==> config.mk <==
export PLATFORM = sky130hd
export DESIGN_NAME = mmio_int_ctrl
export DESIGN_NICKNAME = d
export VERILOG_FILES = /design/src/rtl/mmio_int_ctrl.sv
export SDC_FILE = /design/constraint.sdc
export NUM_CORES = 1
export LEC_CHECK = 0
export CORE_AREA = 2 2 76 78
export CTS_CLUSTER_DIAMETER = 60
export DETAILED_ROUTE_END_ITERATION = 12
export DIE_AREA = 0 0 78 80
export PLACE_DENSITY_LB_ADDON = 0.12
export SLEW_MARGIN = 30
export SYNTH_ARGS = -nofsm -noshare
export SYNTH_HDL_FRONTEND = slang
export SYNTH_SLANG_ARGS = --single-unit
==> constraint.sdc <==
create_clock -name clk_i -period 2.3 [get_ports clk_i]
set_input_delay 0.575 -clock clk_i [delete_from_list [all_inputs] [get_ports clk_i]]
set_output_delay 0.575 -clock clk_i [all_outputs]
set_load 0.02 [all_outputs]
==> src/rtl/mmio_int_ctrl.sv <==
// -----------------------------------------------------------------------------
// mmio_int_ctrl
//   Memory-mapped interrupt controller for the Minisys MMIO peripheral space.
//   It collects up to eight peripheral interrupt lines into one prioritised
//   request to the CPU and runs a request / acknowledge / end-of-interrupt
//   (EOI) handshake. Source index 0 has the highest priority.
//
//   Register map (only addr_i[15:0] is decoded, rdata_o[31:16] reads 0):
//     0xFC80 PEND  R: pending vector     W: 1 clears an edge-mode bit
//     0xFC82 MASK  R/W, 1 = enabled, resets to 0
//     0xFC84 MODE  R/W, 1 = edge, 0 = level, resets to all 1
//     0xFC86 STAT  R: {state[9:8], ovf[4], in_service[3], cur_id[2:0]}
//                  W: EOI (wdata[4]=1 also clears ovf when the timeout
//                     feature is built in)
//
//   Optional feature (compile-time macro INTC_ACK_TIMEOUT_EN):
//     A request left unacknowledged for TIMEOUT cycles is dropped, the sticky
//     ovf flag is set and the still-pending source is re-arbitrated. Without
//     the macro a request waits indefinitely and ovf reads 0.
//
//   Ports:
//     clk_i       system clock, rising edge
//     rst_i       synchronous active-high reset
//     we_i        bus write strobe
//     be_i        byte enables (ignored: every write is 16 bits wide)
//     addr_i      bus address
//     wdata_i     bus write data
//     rdata_o     combinational read data, 0 for unmapped addresses
//     irq_src_i   raw active-high interrupt lines
//     int_ack_i   one-cycle CPU acknowledge
//     int_req_o   interrupt request to the CPU
//     int_id_o    index of the requesting / in-service source
// -----------------------------------------------------------------------------
module mmio_int_ctrl #(
   parameter int NSRC    = 6,
   parameter int TIMEOUT = 1024
) (
   input  logic            clk_i,
   input  logic            rst_i,
   input  logic            we_i,
   input  logic [3:0]      be_i,
   input  logic [31:0]     addr_i,
   input  logic [31:0]     wdata_i,
   output logic [31:0]     rdata_o,
   input  logic [NSRC-1:0] irq_src_i,
   input  logic            int_ack_i,
   output logic            int_req_o,
   output logic [2:0]      int_id_o
);

   localparam logic [15:0] A_PEND = 16'hFC80;
   localparam logic [15:0] A_MASK = 16'hFC82;
   localparam logic [15:0] A_MODE = 16'hFC84;
   localparam logic [15:0] A_STAT = 16'hFC86;

   localparam logic [1:0] S_IDLE = 2'd0;
   localparam logic [1:0] S_REQ  = 2'd1;
   localparam logic [1:0] S_SERV = 2'd2;

   logic [NSRC-1:0] src_q, src_prev_q;
   logic [NSRC-1:0] pend_q, pend_d;
   logic [NSRC-1:0] mask_q, mode_q;
   logic [1:0]      state_q, state_d;
   logic [2:0]      cur_id_q, cur_id_d;
   logic            in_service_q, in_service_d;
   logic            ovf;

   logic            wr_pend, wr_mask, wr_mode, wr_stat;
   logic [NSRC-1:0] rise, w1c, ack_clr, eligible, cur_oh, edge_next;
   logic [2:0]      winner;
   logic            timed_out;

   // Byte enables and the upper address/data halves carry no information here.
   logic unused_bits;
   assign unused_bits = ^{be_i, addr_i[31:16], wdata_i};

   // ---------------------------------------------------------------------------
   // Bus write decode
   // ---------------------------------------------------------------------------
   assign wr_pend = we_i && (addr_i[15:0] == A_PEND);
   assign wr_mask = we_i && (addr_i[15:0] == A_MASK);
   assign wr_mode = we_i && (addr_i[15:0] == A_MODE);
   assign wr_stat = we_i && (addr_i[15:0] == A_STAT);

   // ---------------------------------------------------------------------------
   // Capture and arbitration
   // ---------------------------------------------------------------------------
   assign rise     = src_q & ~src_prev_q;
   assign w1c      = wr_pend ? wdata_i[NSRC-1:0] : '0;
   assign eligible = pend_q & mask_q;
   assign cur_oh   = NSRC'(1) << cur_id_q;

   // Edge-mode bits: a new edge wins over a same-cycle clear (W1C or ack).
   // Level-mode bits simply follow the registered line.
   assign edge_next = (pend_q & ~(w1c | ack_clr)) | rise;
   assign pend_d    = (mode_q & edge_next) | (~mode_q & src_q);

   // Lowest set index wins: scan downwards so the last hit is the smallest.
   always_comb begin
      winner = 3'd0;
      for (int i = NSRC - 1; i >= 0; i--) begin
         if (eligible[i]) winner = 3'(i);
      end
   end

   // ---------------------------------------------------------------------------
   // Optional acknowledge timeout
   // ---------------------------------------------------------------------------
`ifdef INTC_ACK_TIMEOUT_EN
   localparam int CW = $clog2(TIMEOUT + 1);

   logic [CW-1:0] cnt_q, cnt_d;
   logic          ovf_q, ovf_d;

   // The counter restarts from 0 on every entry into REQ.
   assign cnt_d     = (state_q == S_REQ) ? cnt_q + CW'(1) : '0;
   assign timed_out = (state_q == S_REQ) && (cnt_q == CW'(TIMEOUT - 1));

   // A timeout in the same cycle as a clearing write leaves ovf set.
   always_comb begin
      ovf_d = ovf_q;
      if (wr_stat && wdata_i[4]) ovf_d = 1'b0;
      if (timed_out && !int_ack_i) ovf_d = 1'b1;
   end

   always_ff @(posedge clk_i) begin
      if (rst_i) begin
         cnt_q <= '0;
         ovf_q <= 1'b0;
      end else begin
         cnt_q <= cnt_d;
         ovf_q <= ovf_d;
      end
   end

   assign ovf = ovf_q;
`else
   assign timed_out = 1'b0;
   assign ovf       = 1'b0;
`endif

   // ---------------------------------------------------------------------------
   // Request / acknowledge / EOI sequencer
   // ---------------------------------------------------------------------------
   // NOTE: every signal assigned in this block gets a default first, so no path
   // leaves it unassigned and no latch is inferred.
   always_comb begin
      state_d      = state_q;
      cur_id_d     = cur_id_q;
      in_service_d = in_service_q;
      ack_clr      = '0;
      case (state_q)
         S_IDLE: begin
            if (|eligible) begin
               cur_id_d = winner;
               state_d  = S_REQ;
            end
         end
         S_REQ: begin
            // cur_id is frozen here: a higher-priority arrival waits its turn.
            if (int_ack_i) begin
               ack_clr      = cur_oh;
               in_service_d = 1'b1;
               state_d      = S_SERV;
            end else if (!(|(eligible & cur_oh)) || timed_out) begin
               cur_id_d = 3'd0;
               state_d  = S_IDLE;
            end
         end
         S_SERV: begin
            if (wr_stat) begin
               in_service_d = 1'b0;
               cur_id_d     = 3'd0;
               state_d      = S_IDLE;
            end
         end
         default: begin
            cur_id_d     = 3'd0;
            in_service_d = 1'b0;
            state_d      = S_IDLE;
         end
      endcase
   end

   // NOTE: state uses non-blocking assignments so every register samples the
   // pre-edge value of every other register, regardless of statement order.
   always_ff @(posedge clk_i) begin
      if (rst_i) begin
         src_q        <= '0;
         src_prev_q   <= '0;
         pend_q       <= '0;
         mask_q       <= '0;
         mode_q       <= '1;
         state_q      <= S_IDLE;
         cur_id_q     <= 3'd0;
         in_service_q <= 1'b0;
      end else begin
         src_q        <= irq_src_i;
         src_prev_q   <= src_q;
         pend_q       <= pend_d;
         if (wr_mask) mask_q <= wdata_i[NSRC-1:0];
         if (wr_mode) mode_q <= wdata_i[NSRC-1:0];
         state_q      <= state_d;
         cur_id_q     <= cur_id_d;
         in_service_q <= in_service_d;
      end
   end

   assign int_req_o = (state_q == S_REQ);
   assign int_id_o  = cur_id_q;

   // ---------------------------------------------------------------------------
   // Read mux
   // ---------------------------------------------------------------------------
   always_comb begin
      rdata_o = '0;
      case (addr_i[15:0])
         A_PEND:  rdata_o = {{(32 - NSRC){1'b0}}, pend_q};
         A_MASK:  rdata_o = {{(32 - NSRC){1'b0}}, mask_q};
         A_MODE:  rdata_o = {{(32 - NSRC){1'b0}}, mode_q};
         A_STAT:  rdata_o = {22'd0, state_q, 3'd0, ovf, in_service_q, cur_id_q};
         default: rdata_o = '0;
      endcase
   end

endmodule

==> After elaboration in Yosys (flattened, before gate mapping) <==
Cells that the tools add are included.
{ "word_totals": {"inputBits": 78, "out_inout_bits": 36, "ff_bits": 36} }
{ "op_classes": {"n_bitwise": 13, "n_reduce_logical": 10, "shift": 1, "mux": 23, "eq_ne": 12} }
{ "op_table": {"columns": ["cell", "count"], "rows": [
  ["$eq 16x16->1 const B", 4],
  ["$pmux 10 s4", 1],
  ["$and 6x6->6", 6],
  ["$mux 3", 10],
  ["$mux 6", 3],
  ["$not 6->6", 3],
  ["$or 6x6->6", 3],
  ["$reduce_or 6->1", 2],
  ["$ne 2x2->1 const B", 5],
  ["$pmux 3 s3", 1],
  ["$mux 2", 4],
  ["$pmux 2 s3", 1],
  ["$reduce_and 3->1", 2],
  ["$shl 1x3->6 const A", 1],
  ["$logic_and 1x1->1", 4],
  ["$reduce_and 4->1", 1],
  ["$ne 3x3->1 const B", 1],
  ["$pmux 1 s3", 1],
  ["$eq 2x1->1 const B", 1],
  ["$eq 2x2->1 const B", 1],
  ["$logic_not 2->1", 1],
  ["$mux 1", 2],
  ["$not 1->1", 1]
]} }

==> Logic depth before layout (Yosys ltp) <==
Gate-level depths: netlist of run 1.
{ "logic_depth": {"depth_word": 9, "mapped_depth": 6} }

==> Worst setup path after synthesis of run 1 <==
No wires, ideal clock.
{ "synth_timing": {"kind": "input -> output", "start": "input port addr_i[5]", "end": "output port rdata_o[0]", "arrival_time_ns": 1.704, "path_slack_ns": 0.021, "cell_stages": 6, "n_path_buf": 1, "cell_sequence": "or2_1 nor4_4 and4_1 clkbuf_1 a22oi_1 nand2_1"} }
{ "synth_via": {"elab_chain_cells": 2} }
{ "synth_rtl": {"columns": ["item", "line", "source"], "rows": [
  ["start, declared", "42", "input logic [31:0] addr_i,"],
  ["$eq 16x16->1", "217", "case (addr_i[15:0])"],
  ["$pmux 10 s4 *", "217", null],
  ["end, declared", "44", "output logic [31:0] rdata_o,"]
]} }
Every way passes the cells marked *; elsewhere a longest branch is shown, timed or not.

==> Worst setup path after layout of run 1 <==
{ "layout_timing": {"start": "input port addr_i[5]", "end": "output port rdata_o[3]"} }
Same word-level chain as after synthesis.

==> reports/summary.txt, run 1 <==
status = complete, but fails checks
failing checks = negative setup slack
vias per inst = 4.78
worst skew pair latency = 0.28 ns
post-synthesis register bit count = 36
number of synthesized flops with an enable pin = 0
Fin. Hold Viols = 0
CP Max Fanout = 6
I/O pin total = 114
simple-gate portion of the synthesized area = 0.259
# setup viols final = 6
Die Height = 80 um
Hold Crit Depth = 1
most frequent cells after synthesis = dfxtp_1, nand2_1, buf_4, nor2_1, nor2b_1
type of origin of the critical path = input pin
Pwr Density = 481 nW/um^2
Flop pwr share = 0.517
crit path time final = 2.41 ns
unrepaired setup endpoints after global routing = true
routed len/inst = 13.6 um
Crit-path slowest cell = or2_4
Die X = 78 um
synthesized instance count = 232
ANT cells = 0
CTS Buf Count = 5
delay-heaviest family, CP = simple AND/OR/NAND/NOR gates
layout cell share with drive strength beyond 1 = 0.257
Post-Route WL = 4.84 mm
first-pass GRT wire length = 8.19 mm
drt first pass iters = 4
routability cong. = 0.851
Compound-Gate Fraction of Synth Area = 0.182
Core ar. = 5410 sq um
CP max stage delay = 0.26 ns
Logic pwr share = 0.117
Area contributors post-synth = dfxtp_1, buf_4, nand2_1
Mapped Area = 2020 sq um
crit path DAT = 1.84 ns
Nets = 361
proportion of power drawn by the clock network = 0.366
clk_skew = 0.00761 ns
FF-to-FF path depth = 5
final period utilization = 1.05
Detail Route Antenna Nets = 0
CP bufs+invs = 3
flop2flop setup slack = 0.54 ns
row cnt = 27
cell depth of the worst setup path = 8
highest clock rate = 415 MHz
post-DP HPWL = 3.57 mm
vias in the first global route = 1,677
MaxCap Viol Count = 0
largest net degree at the start of global routing = 37
post-synth top area share = 0.356
count of clock tree sinks = 36
Iteration-0 DRC Markers = 138
post-synthesis sequential area ratio = 0.356
Final Max Slew Viols = 0
Pint = 954 uW
Max clock buf depth = 2
TritonCTS clock tree = done
largest area contributor in the netlist = dfxtp_1
Distinct cells, synth = 48
initial core utilization = 0.375
mux cell area share after synthesis = 0.0464
hold crit path type = flop to flop
NetSw = 308 uW
switch share = 0.244
Final WS setup = -0.111 ns
GRT Util Overall = 0.168
Mean Syn Cell Area = 8.73 sq um
initial antenna violation count = 0
# port buffers = 43
main combinational cell family by area after synthesis = simple AND/OR/NAND/NOR gates
VDD IR max = 390 uV
GR Overflow Total = 0
Crit Path Class = input pin to output pin
top-count cell post-synth = dfxtp_1
cell breakdown of the critical path = buf_6 > or2_4 > nor4_4 > and4b_1 > buf_6 > a22oi_2 > nand2_1 > buf_6
final hold slack = 0.466 ns
H-tree depth = 2
Async SR Flop Fraction = 0
Die ar. = 6240 sq um
ys flop type = dfxtp_1
Reg clk slew, reported paths = 0.07 ns
Vias = 1,702
required time of the critical path = 1.73 ns
Tot Pwr = 1.26 mW
leakage power = 1.11 nW
yosys warns = 0
Synth Area in XOR/XNOR = 0
CP most frequent cell = buf_6
Worst Setup End Kind = output pin
clock root cell = clkbuf_8
Post-route DRC = 0
Post-Synth Adder-Cell Area = 0
area grow syn2layout = 29.7%
worst register-to-register path, delay by kind of cell (launching register included):
kind | cells | cell delay (ns)
AO/OA/AOI/OAI | 3 | 0.53
multiplexers | 1 | 0.54
flip-flops | 1 | 0.40
buffers and inverters | 1 | 0.20
layout by cell type (no fill, tap or decap), types with 6 or more instances in the layout:
master / netlist / routed
buf_4: 26 / 11
nor2b_1: 13 / 13
nor2_1: 20 / 20
clkbuf_8: 1 / 6
dfxtp_1: 36 / 36
clkdlybuf4s50_1: 0 / 19
mux2i_1: 6 / 6
conb_1: 1 / 24
nand2_1: 32 / 30
inv_1: 12 / 12
a211o_1: 6 / 6
buf_6: 1 / 16
through the flow:
stage	setup slack [ns]	instances	instance area [sq um]	util	setup TNS, ns
after global placement	-0.968	347	2500	0.463	-8.17
after CTS	-0.139	355	2620	0.485	-0.773
final	-0.111	356	2630	0.486	-0.515
after global routing	-0.191	356	2630	0.486	-1.06
after detailed placement	-0.958	347	2500	0.463	-8.25
after floorplan	0.0206	255	2110	-	0
logic make-up (layout without fill, tap and decap cells):
logic type	Yosys count	count (layout)
simple gates	93	93
flops	36	36
mux	8	8
other cells	1	24
compound gates	44	44
buf+inv	50	79
state kept, by name, indices dropped and copies added, names as in the netlist:
register and cells:
mode_q 6, pend_q 6, state_q 2, int_id_o 3, src_prev_q 6, mask_q 6
in_service_q 1, src_q 6
power groups by stage:
stage               Clock (mW)  Sequential (mW)  Combinational [mW]
detailed placement           0            0.666               0.150
global placement             0            0.666               0.149
CTS                      0.480            0.652               0.147
floorplan                    0            0.663               0.110
global route             0.500            0.655               0.164
finish                   0.462            0.653               0.148
repair_timing:
item                       4_1_cts  5_1_grt
setup buffers                    1        1
pin swaps                       16       10
gates resized for setup        111       11
hold buffers                     0        0
setup endpoints to repair        8        8
cell type report:
cell class	count	area (sq um)
inverters	12	45.0
multi-input cells	169	1120
clock buffers	7	86.3
clock inverters	1	7.51
flip-flops and latches	36	721
repair buffers	59	558
well taps	72	90.1
fillers	563	2780
layer usage:
metal	vias to the layer above	share of wire	track usage
li1	863	-	-
met1	780	0.44	0.229
met2	55	0.49	0.272
met3	4	0.052	0.0238
met4	0	0.0099	0.0561
met5	-	0	0
worst paths after layout:
check                            from                  endpoint
max                         addr_i[5]                rdata_o[3]
min               src_q[2]$_SDFF_PP0_  src_prev_q[2]$_SDFF_PP0_
max reg2reg  int_id_o[0]$_SDFFE_PP0P_  int_id_o[0]$_SDFFE_PP0P_
min reg2reg       src_q[2]$_SDFF_PP0_  src_prev_q[2]$_SDFF_PP0_
Power figures use the tool's default switching activity.
==> run 2: changes to the inputs <==
--- a/config.mk
+++ b/config.mk
@@ -9,6 +9,7 @@
 export CTS_CLUSTER_DIAMETER = 60
 export DETAILED_ROUTE_END_ITERATION = 12
 export DIE_AREA = 0 0 78 80
+export GPL_TIMING_DRIVEN = 0
 export PLACE_DENSITY_LB_ADDON = 0.12
 export SLEW_MARGIN = 30
 export SYNTH_ARGS = -nofsm -noshare
==> run 2 against run 1 <==
  * The run still ends with negative setup slack left
  * Fmax down 4.6%
  * Combinational power up 20%
  * Register-to-register slack better by 0.16 ns
  * Global-route usage down 0.66 points
  * Die area unchanged
  * Clock skew down 0.0030 ns
  * Critical path depth unchanged
  * Highest routed layer unchanged
==> reports/summary.txt, run 2 (same netlist as run 1, synthesis figures left out) <==
status = complete, but fails checks
failing checks = negative setup slack
proportion of power drawn by the clock network = 0.400
unrepaired setup endpoints after global routing = true
flop2flop setup slack = 0.70 ns
WHS Endpoint = src_prev_q[1]$_SDFF_PP0_
Crit Path Class = input pin to output pin
delay-heaviest family, CP = simple AND/OR/NAND/NOR gates
fillcell total = 552
CP most frequent cell = buf_6
clock root cell = clkbuf_8
row cnt = 27
routed len/inst = 12.9 um
max_slew headroom = 0.642
required time of the critical path = 1.73 ns
Iteration-0 DRC Markers = 80
Post-route DRC = 0
CP Max Fanout = 4
final period utilization = 1.10
Die Height = 80 um
highest clock rate = 396 MHz
clk_skew = 0.00456 ns
FF-to-FF path depth = 5
CP bufs+invs = 3
reg-to-reg critical path endpoint = int_id_o[1]$_SDFFE_PP0P_
TritonCTS clock tree = done
worst skew pair latency = 0.29 ns
routability cong. = 0.778
initial core utilization = 0.375
HP Start = src_q[1]$_SDFF_PP0_
Crit-path slowest cell = and4b_2
Final Max Slew Viols = 0
cell breakdown of the critical path = buf_6 > or2_4 > nor4_4 > and4b_2 > buf_6 > a22oi_2 > nand2_1 > buf_6
# setup viols final = 6
Logic pwr share = 0.129
Die X = 78 um
critical register-to-register path startpoint = int_id_o[0]$_SDFFE_PP0P_
switch share = 0.239
Detail Route Antenna Nets = 0
Slew @ Worst Pin = 0.537 ns
vias per inst = 4.69
ANT cells = 0
crit path DAT = 1.95 ns
Fin. Hold Viols = 0
Hold Crit Depth = 1
crit path time final = 2.53 ns
initial antenna violation count = 0
# port buffers = 42
commonest non-fill, non-tap cell in the layout = dfxtp_1
Die ar. = 6240 sq um
Worst Setup End Kind = output pin
type of origin of the critical path = input pin
NetSw = 331 uW
Max clock buf depth = 2
Post-Route WL = 4.92 mm
Pwr Density = 489 nW/um^2
layout cell share with drive strength beyond 1 = 0.312
CP max stage delay = 0.34 ns
hold crit path type = flop to flop
H-tree depth = 2
MaxCap Viol Count = 0
Setup TNS = -1.25 ns
count of clock tree sinks = 36
GR Overflow Total = 0
VDD IR max = 351 uV
Flop pwr share = 0.472
Core ar. = 5410 sq um
largest net degree at the start of global routing = 13
Reg clk slew, reported paths = 0.07 ns
Vias = 1,796
GRT Util Overall = 0.161
drt first pass iters = 7
Nets = 388
CTS Buf Count = 5
Finished Cell Area = 2830 sq um
placed cell area = 2620 sq um
area grow syn2layout = 39.8%
leakage power = 1.26 nW
commonest non-fill, non-tap cells in the layout = dfxtp_1, buf_4, nand2_1
vias in the first global route = 1,603
I/O pin total = 114
Pint = 1.05 mW
post-DP HPWL = 3.62 mm
first-pass GRT wire length = 7.85 mm
Final WS setup = -0.226 ns
run 2: cell types whose count changed in the layout (fill, tap and decap cells not counted), sizes merged:
| cell | before | now |
|---|---|---|
| bufinv | 0 | 1 |
| clkinv | 0 | 1 |
| clkdlybuf4s50 | 19 | 18 |
| dlygate4sd1 | 0 | 1 |
| clkbuf | 11 | 14 |
| buf | 34 | 52 |
| dlygate4sd2 | 0 | 5 |
| clkdlybuf4s15 | 2 | 1 |
run 2: cell type report:
type / count / area [sq um] / area share
buffer: 34 / 254 / 0.0897
clock buffer: 5 / 68.8 / 0.0243
clock inverter: 3 / 42.5 / 0.0150
inverter: 12 / 45.0 / 0.0159
multi-input combinational: 169 / 1120 / 0.397
sequential: 36 / 721 / 0.255
tap: 72 / 90.1 / 0.0318
timing repair buffer: 52 / 485 / 0.172
run 2: worst max path at each step:
stage | start | depth (start not counted) | slack [ns] | endpoint
floorplan | addr_i[5] | 6 | 0.02 | rdata_o[0]
global placement | addr_i[1] | 8 | -1.15 | rdata_o[5]
detailed placement | addr_i[6] | 8 | -1.16 | rdata_o[0]
CTS | addr_i[4] | 8 | -0.29 | rdata_o[3]
global route | addr_i[4] | 8 | -0.28 | rdata_o[3]
finish | addr_i[4] | 8 | -0.23 | rdata_o[3]
run 2: through the flow:
step | hold WS, ns | utilization | power [mW] | std cells | worst slack [ns]
2_1_floorplan | 0.448 | - | 0.774 | 255 | 0.0206
3_3_place_gp | 0.453 | 0.485 | 0.845 | 369 | -1.15
3_5_place_dp | 0.457 | 0.485 | 0.846 | 369 | -1.16
4_1_cts | 0.467 | 0.519 | 1.39 | 380 | -0.292
5_1_grt | 0.471 | 0.524 | 1.44 | 383 | -0.285
6_report | 0.467 | 0.524 | 1.38 | 383 | -0.226
run 2: routing by layer:
metal	GRT usage	wire, um	vias up
met5	0	0	-
li1	-	-	923
met4	0.0368	36	0
met2	0.272	2320	47
met1	0.212	2340	822
met3	0.0317	231	4
run 2: worst register-to-register path, stage by stage, from the launching register on:
cell and delay, ns:
dfxtp_1 0.34, buf_6 0.15, mux4_2 0.53, o22ai_2 0.15, a211oi_2 0.12, a311oi_2 0.23
run 2: timing repair:
action                     in CTS  in global routing
hold buffers                    0                  0
pin swaps                      14                 14
setup buffers                   7                  3
setup endpoints to repair       8                  8
resized for setup              95                 17
run 2: power by group through the flow:
stage,Sequential [mW],Clock (mW),Combinational [mW]
floorplan,0.663,0,0.110
global placement,0.666,0,0.179
detailed placement,0.666,0,0.180
CTS,0.652,0.565,0.176
global route,0.654,0.594,0.194
finish,0.653,0.553,0.178
